## config.mk

```make
export PLATFORM = sky130hd
export DESIGN_NAME = sync_fifo_lvl
export DESIGN_NICKNAME = d
export VERILOG_FILES = /design/src/rtl/sync_fifo_lvl.sv
export SDC_FILE = /design/constraint.sdc
export NUM_CORES = 2
export LEC_CHECK = 0
export CORE_AREA = 10 10 455 900
export DETAILED_ROUTE_END_ITERATION = 16
export DIE_AREA = 0 0 465 910
export GPL_ROUTABILITY_DRIVEN = 0
export HOLD_SLACK_MARGIN = 0.12
export PLACE_DENSITY = 0.65
export SLEW_MARGIN = 40
export SYNTH_ARGS = -nofsm -noshare
export SYNTH_HDL_FRONTEND = slang
export SYNTH_SLANG_ARGS = --single-unit
```

## constraint.sdc

```tcl
create_clock -name clk_i -period 3.75 [get_ports clk_i]
set_input_delay 1.125 -clock clk_i [delete_from_list [all_inputs] [get_ports clk_i]]
set_output_delay 1.125 -clock clk_i [all_outputs]
set_load 0.005 [all_outputs]
```

## src/rtl/sync_fifo_lvl.sv

```systemverilog
// Single-clock show-ahead FIFO with arbitrary depth, fill level and almost-full/empty flags.
// Define SYNC_FIFO_LVL_ERR_EN to build the sticky overflow/underflow error flags.
module sync_fifo_lvl #(
   parameter int WIDTH         = 32,
   parameter int DEPTH         = 128,
   parameter int AFULL_THRESH  = DEPTH - 1,
   parameter int AEMPTY_THRESH = 1,
   localparam int AW           = $clog2(DEPTH),
   localparam int LW           = $clog2(DEPTH + 1)
) (
   input  logic             clk_i,
   input  logic             rst_i,
   input  logic             clear_i,
   input  logic             we_i,
   input  logic [WIDTH-1:0] wdata_i,
   input  logic             re_i,
   output logic [WIDTH-1:0] rdata_o,
   output logic             full_o,
   output logic             empty_o,
   output logic             almost_full_o,
   output logic             almost_empty_o,
   output logic [LW-1:0]    level_o,
   output logic             overflow_o,
   output logic             underflow_o,
   input  logic             err_clr_i
);

   logic [WIDTH-1:0] mem_q [DEPTH];
   logic [AW-1:0]    wr_ptr_q, wr_ptr_d;
   logic [AW-1:0]    rd_ptr_q, rd_ptr_d;
   logic [LW-1:0]    level_q, level_d;
   logic             wr_acc, rd_acc;

   // Explicit wrap so non-power-of-two depths index only valid entries.
   function automatic logic [AW-1:0] ptr_inc(input logic [AW-1:0] p);
      return (p == AW'(DEPTH - 1)) ? '0 : p + AW'(1);
   endfunction

   assign level_o        = level_q;
   assign full_o         = (level_q == LW'(DEPTH));
   assign empty_o        = (level_q == '0);
   assign almost_full_o  = (level_q >= LW'(AFULL_THRESH));
   assign almost_empty_o = (level_q <= LW'(AEMPTY_THRESH));

   assign wr_acc = we_i & ~full_o & ~clear_i;
   assign rd_acc = re_i & ~empty_o & ~clear_i;

   always_comb begin
      wr_ptr_d = wr_ptr_q;
      rd_ptr_d = rd_ptr_q;
      level_d  = level_q;
      if (clear_i) begin
         wr_ptr_d = '0;
         rd_ptr_d = '0;
         level_d  = '0;
      end else begin
         if (wr_acc) wr_ptr_d = ptr_inc(wr_ptr_q);
         if (rd_acc) rd_ptr_d = ptr_inc(rd_ptr_q);
         case ({wr_acc, rd_acc})
            2'b10:   level_d = level_q + LW'(1);
            2'b01:   level_d = level_q - LW'(1);
            default: level_d = level_q;
         endcase
      end
   end

   always_ff @(posedge clk_i or posedge rst_i) begin
      if (rst_i) begin
         wr_ptr_q <= '0;
         rd_ptr_q <= '0;
         level_q  <= '0;
      end else begin
         wr_ptr_q <= wr_ptr_d;
         rd_ptr_q <= rd_ptr_d;
         level_q  <= level_d;
      end
   end

   // Storage has no reset; contents are only observable while non-empty.
   always_ff @(posedge clk_i) begin
      if (wr_acc) mem_q[wr_ptr_q] <= wdata_i;
   end

   assign rdata_o = mem_q[rd_ptr_q];

`ifdef SYNC_FIFO_LVL_ERR_EN
   logic ovf_q, ovf_d;
   logic udf_q, udf_d;

   // Set takes priority over clear so a coinciding event is never lost.
   always_comb begin
      ovf_d = ovf_q;
      udf_d = udf_q;
      if (err_clr_i) begin
         ovf_d = 1'b0;
         udf_d = 1'b0;
      end
      if (we_i & full_o & ~clear_i)  ovf_d = 1'b1;
      if (re_i & empty_o & ~clear_i) udf_d = 1'b1;
   end

   always_ff @(posedge clk_i or posedge rst_i) begin
      if (rst_i) begin
         ovf_q <= 1'b0;
         udf_q <= 1'b0;
      end else begin
         ovf_q <= ovf_d;
         udf_q <= udf_d;
      end
   end

   assign overflow_o  = ovf_q;
   assign underflow_o = udf_q;
`else
   logic unused_err_clr;
   assign unused_err_clr = err_clr_i;
   assign overflow_o     = 1'b0;
   assign underflow_o    = 1'b0;
`endif

endmodule

```

==> reports/qor.txt <==
Status: finished, violations left
Failing checks: setup timing
Design area: 0.188 mm²
Worst rel slew slack: 37.1%
Die width: 465 µm
IO Pins: 84
Fin crit period: 5.53 ns
Worst-path cell chain: buf_12, buf_16, buf_16, buf_6, mux4_2, mux4_2, buf_12, mux4_2, mux2_4, buf_6
Critical-path top delay cell: mux4_2
Async SR Flop Fraction: 0.534%
Grt ovf: 0
Share of post-route cells with drive strength above 1: 39.8%
Post-synth EDFFs: 4096
Crit path largest cell delay: 0.64 ns
#FFs+latches synth: 4118
Most frequent CP cell: mux4_2
# setup viols final: 32
Vias: 73.9k
Clk slew on worst S/H paths: 0.06 ns
Post-synth cell types: 45
CTS max path bufs: 4
TritonCTS buffer count: 350
DRT Pass-1 Iters: 6
Worst hold slack: 0.538 ns
Startpoint type of the worst setup path: flip-flop
Cell Area, Synth: 0.157 mm²
Via density: 5.82
Pins Over Slew Limit: 0
Worst Path Required: 2.62 ns
DPL Wire Length: 274000 µm
Clock root cell: clkbuf_16
Lkg Pwr: 56.6 nW
DRT iter0 DRCs: 9034
GRT Overall Usage: 20.6%
Final core utilization: 47.6%
Most frequent cells in the layout: edfxtp_1, mux4_2, clkbuf_16
Avg Synthesized Cell Area: 25.7 µm²
Critical path endpoint category: output pin
Min-Delay Path Class: primary input to flip-flop
Max IR drop VDD: 416 µV
Port bufs: 80
Die Area: 0.423 mm²
Total power: 114 mW
Gate Count Post-Synth: 6124
Clk Latency, worst-skew pair: 0.93 ns
Commonest non-fill, non-tap cell in the layout: edfxtp_1
DR WL/cell: 34.9 µm
Main synth FF type: edfxtp_1
Crit Path Max Fanout: 6
Fin. Hold Viols: 0
Unrepaired setup endpoints after global routing: yes
Post-route ant nets: 0
Worst Max-Slew Pin Slew: 0.944 ns
Tcrit/Tclk final: 147%
Filler cells: 31.1k
Worst setup margin: -1.78 ns
Max_cap viols: 0
Core outline area: 0.394 mm²
CTS H-tree lvls: 5
DRT Wirelength: 443000 µm
Pwr/cell area: 607 mW/mm²
Seq/Total Area, Yosys: 78.6%
Die Y: 910 µm
Initial Utilization: 39.8%
# DRC: 0
# clock sinks: 4118
Area growth from synthesis to layout: 19.6%
Initial antenna violation count: 69
CP Launch Point: rd_ptr_q[0]$_DFFE_PP0P_
Crit path DAT: 4.40 ns
Fmax: 0.181 GHz
CP Capture Point: rdata_o[4]
Pin count of the biggest net entering global routing: 83
CTS tree: done
Reg2Reg Setup Slack: 0.56 ns
Clk_skew: 0.0527 ns
Cell row count: 326
First-pass GRT wire length: 614000 µm
Reg2Reg Depth: 9
Launching point of the worst reg2reg path: level_o[5]$_DFFE_PP0P_
Warnings, synthesis: 0
Crit Path Class: flip-flop to output pin
Nets: 7075
Placement Cell Area: 0.173 mm²
FF-to-FF End: mem_q[113][28]$_DFFE_PP_
Number of global-route vias before repair: 77.6k
-- synthesized netlist by cell type, types with 2 or more instances --
cell | instances | area [µm²]
and3_1 | 7 | 43.8
mux4_2 | 1344 | 30300
inv_1 | 7 | 26.3
nor4_1 | 2 | 12.5
edfxtp_1 | 4096 | 123000
nand4b_1 | 2 | 17.5
o21a_1 | 2 | 15.0
clkbuf_1 | 194 | 728
a21oi_1 | 9 | 45.0
nor2_1 | 153 | 574
o2111ai_1 | 3 | 26.3
dfrtp_1 | 22 | 551
ha_1 | 6 | 75.1
nand2b_1 | 2 | 12.5
nor3_1 | 4 | 20.0
buf_4 | 2 | 15.0
nor2b_1 | 7 | 43.8
mux2i_1 | 3 | 30.0
or3_1 | 3 | 18.8
mux2_2 | 37 | 417
nand4_1 | 8 | 50.1
buf_2 | 101 | 505
nand3_1 | 12 | 60.1
buf_1 | 27 | 101
buf_6 | 5 | 56.3
a211oi_1 | 2 | 15.0
xor2_1 | 5 | 43.8
nand2_1 | 28 | 105
o21ai_0 | 6 | 30.0
a31oi_1 | 6 | 37.5
o22ai_1 | 2 | 12.5
xnor2_1 | 3 | 26.3
and2_1 | 2 | 12.5
-- what timing repair did --
| item | CTS | global route |
|---|---|---|
| setup endpoints to repair | 36 | 32 |
| pin swaps | 1 | 0 |
| cloned | 26 | 12 |
| hold buffers | 0 | 0 |
| buffers inserted | 118 | 40 |
| gates resized for setup | 339 | 45 |
-- power breakdown --
part | total, mW | internal, mW | switching [mW]
Combinational | 26.0 | 14.0 | 12.0
Sequential | 50.7 | 50.7 | 0.0798
Clock | 37.4 | 20.8 | 16.5
Total | 114 | 85.5 | 28.7
-- flip-flops by register name, summed over array words and instances, names as in the netlist --
| name | count |
|---|---|
| level_o | 8 |
| wr_ptr_q | 7 |
| mem_q | 4096 |
| rd_ptr_q | 7 |
-- area by class of cell --
cell class | count | area, µm² | area share (%)
sequential | 4118 | 124000 | 65.8
multi-input combinational | 1671 | 33200 | 17.7
timing repair buffer | 883 | 12500 | 6.67
clock buffer | 412 | 9160 | 4.88
tap | 5248 | 6570 | 3.49
clock inverter | 218 | 2410 | 1.28
antenna | 148 | 370 | 0.197
inverter | 7 | 26.3 | 0.0140
-- metal layers --
metal | share of wire [%] | global-route usage [%]
met3 | 6.4 | 2.32
met2 | 53 | 36.8
met5 | 0.0079 | 0
met4 | 8.1 | 14.6
met1 | 32 | 22.7
-- worst min path at each step --
stage | start | endpoint | slack, ns | cells past startpoint
finish | wdata_i[2] | mem_q[49][2]$_DFFE_PP_ | 0.54 | 1
global route | wdata_i[2] | mem_q[52][2]$_DFFE_PP_ | 0.55 | 1
CTS | wdata_i[2] | mem_q[39][2]$_DFFE_PP_ | 0.48 | 1
detailed placement | wr_ptr_q[3]$_DFFE_PP0P_ | wr_ptr_q[3]$_DFFE_PP0P_ | 0.58 | 1
global placement | wr_ptr_q[3]$_DFFE_PP0P_ | wr_ptr_q[3]$_DFFE_PP0P_ | 0.56 | 1
floorplan | wr_ptr_q[3]$_DFFE_PP0P_ | wr_ptr_q[3]$_DFFE_PP0P_ | 0.53 | 1
-- worst max-delay path, delay by kind of cell, from the launching register on --
kind	cells	cell delay (ns)
mux	4	2.02
flops	1	0.51
buf+inv	6	0.93
-- stage by stage --
step / setup TNS, ns / instances / worst slack (ns)
after floorplan: -110.85 / 6125 / -0.174
after global placement: -36.90 / 11700 / -1.22
after detailed placement: -37.50 / 11700 / -1.24
after CTS: -56.66 / 12500 / -1.86
after global routing: -55.48 / 12700 / -1.80
final: -54.46 / 12700 / -1.78
-- logic make-up after synthesis --
logic type                 Yosys count  synth area share [%]
buffers and inverters              336                 0.912
other                                1               0.00239
DFF                               4118                  78.6
muxes                             1384                  19.6
AOI/OAI and AO/OA                   38                 0.159
and+or+nand+nor                    233                 0.633
xor gates and xnor gates             8                0.0446
adders and majority gates            6                0.0478
Power figures use the tool's default switching activity.
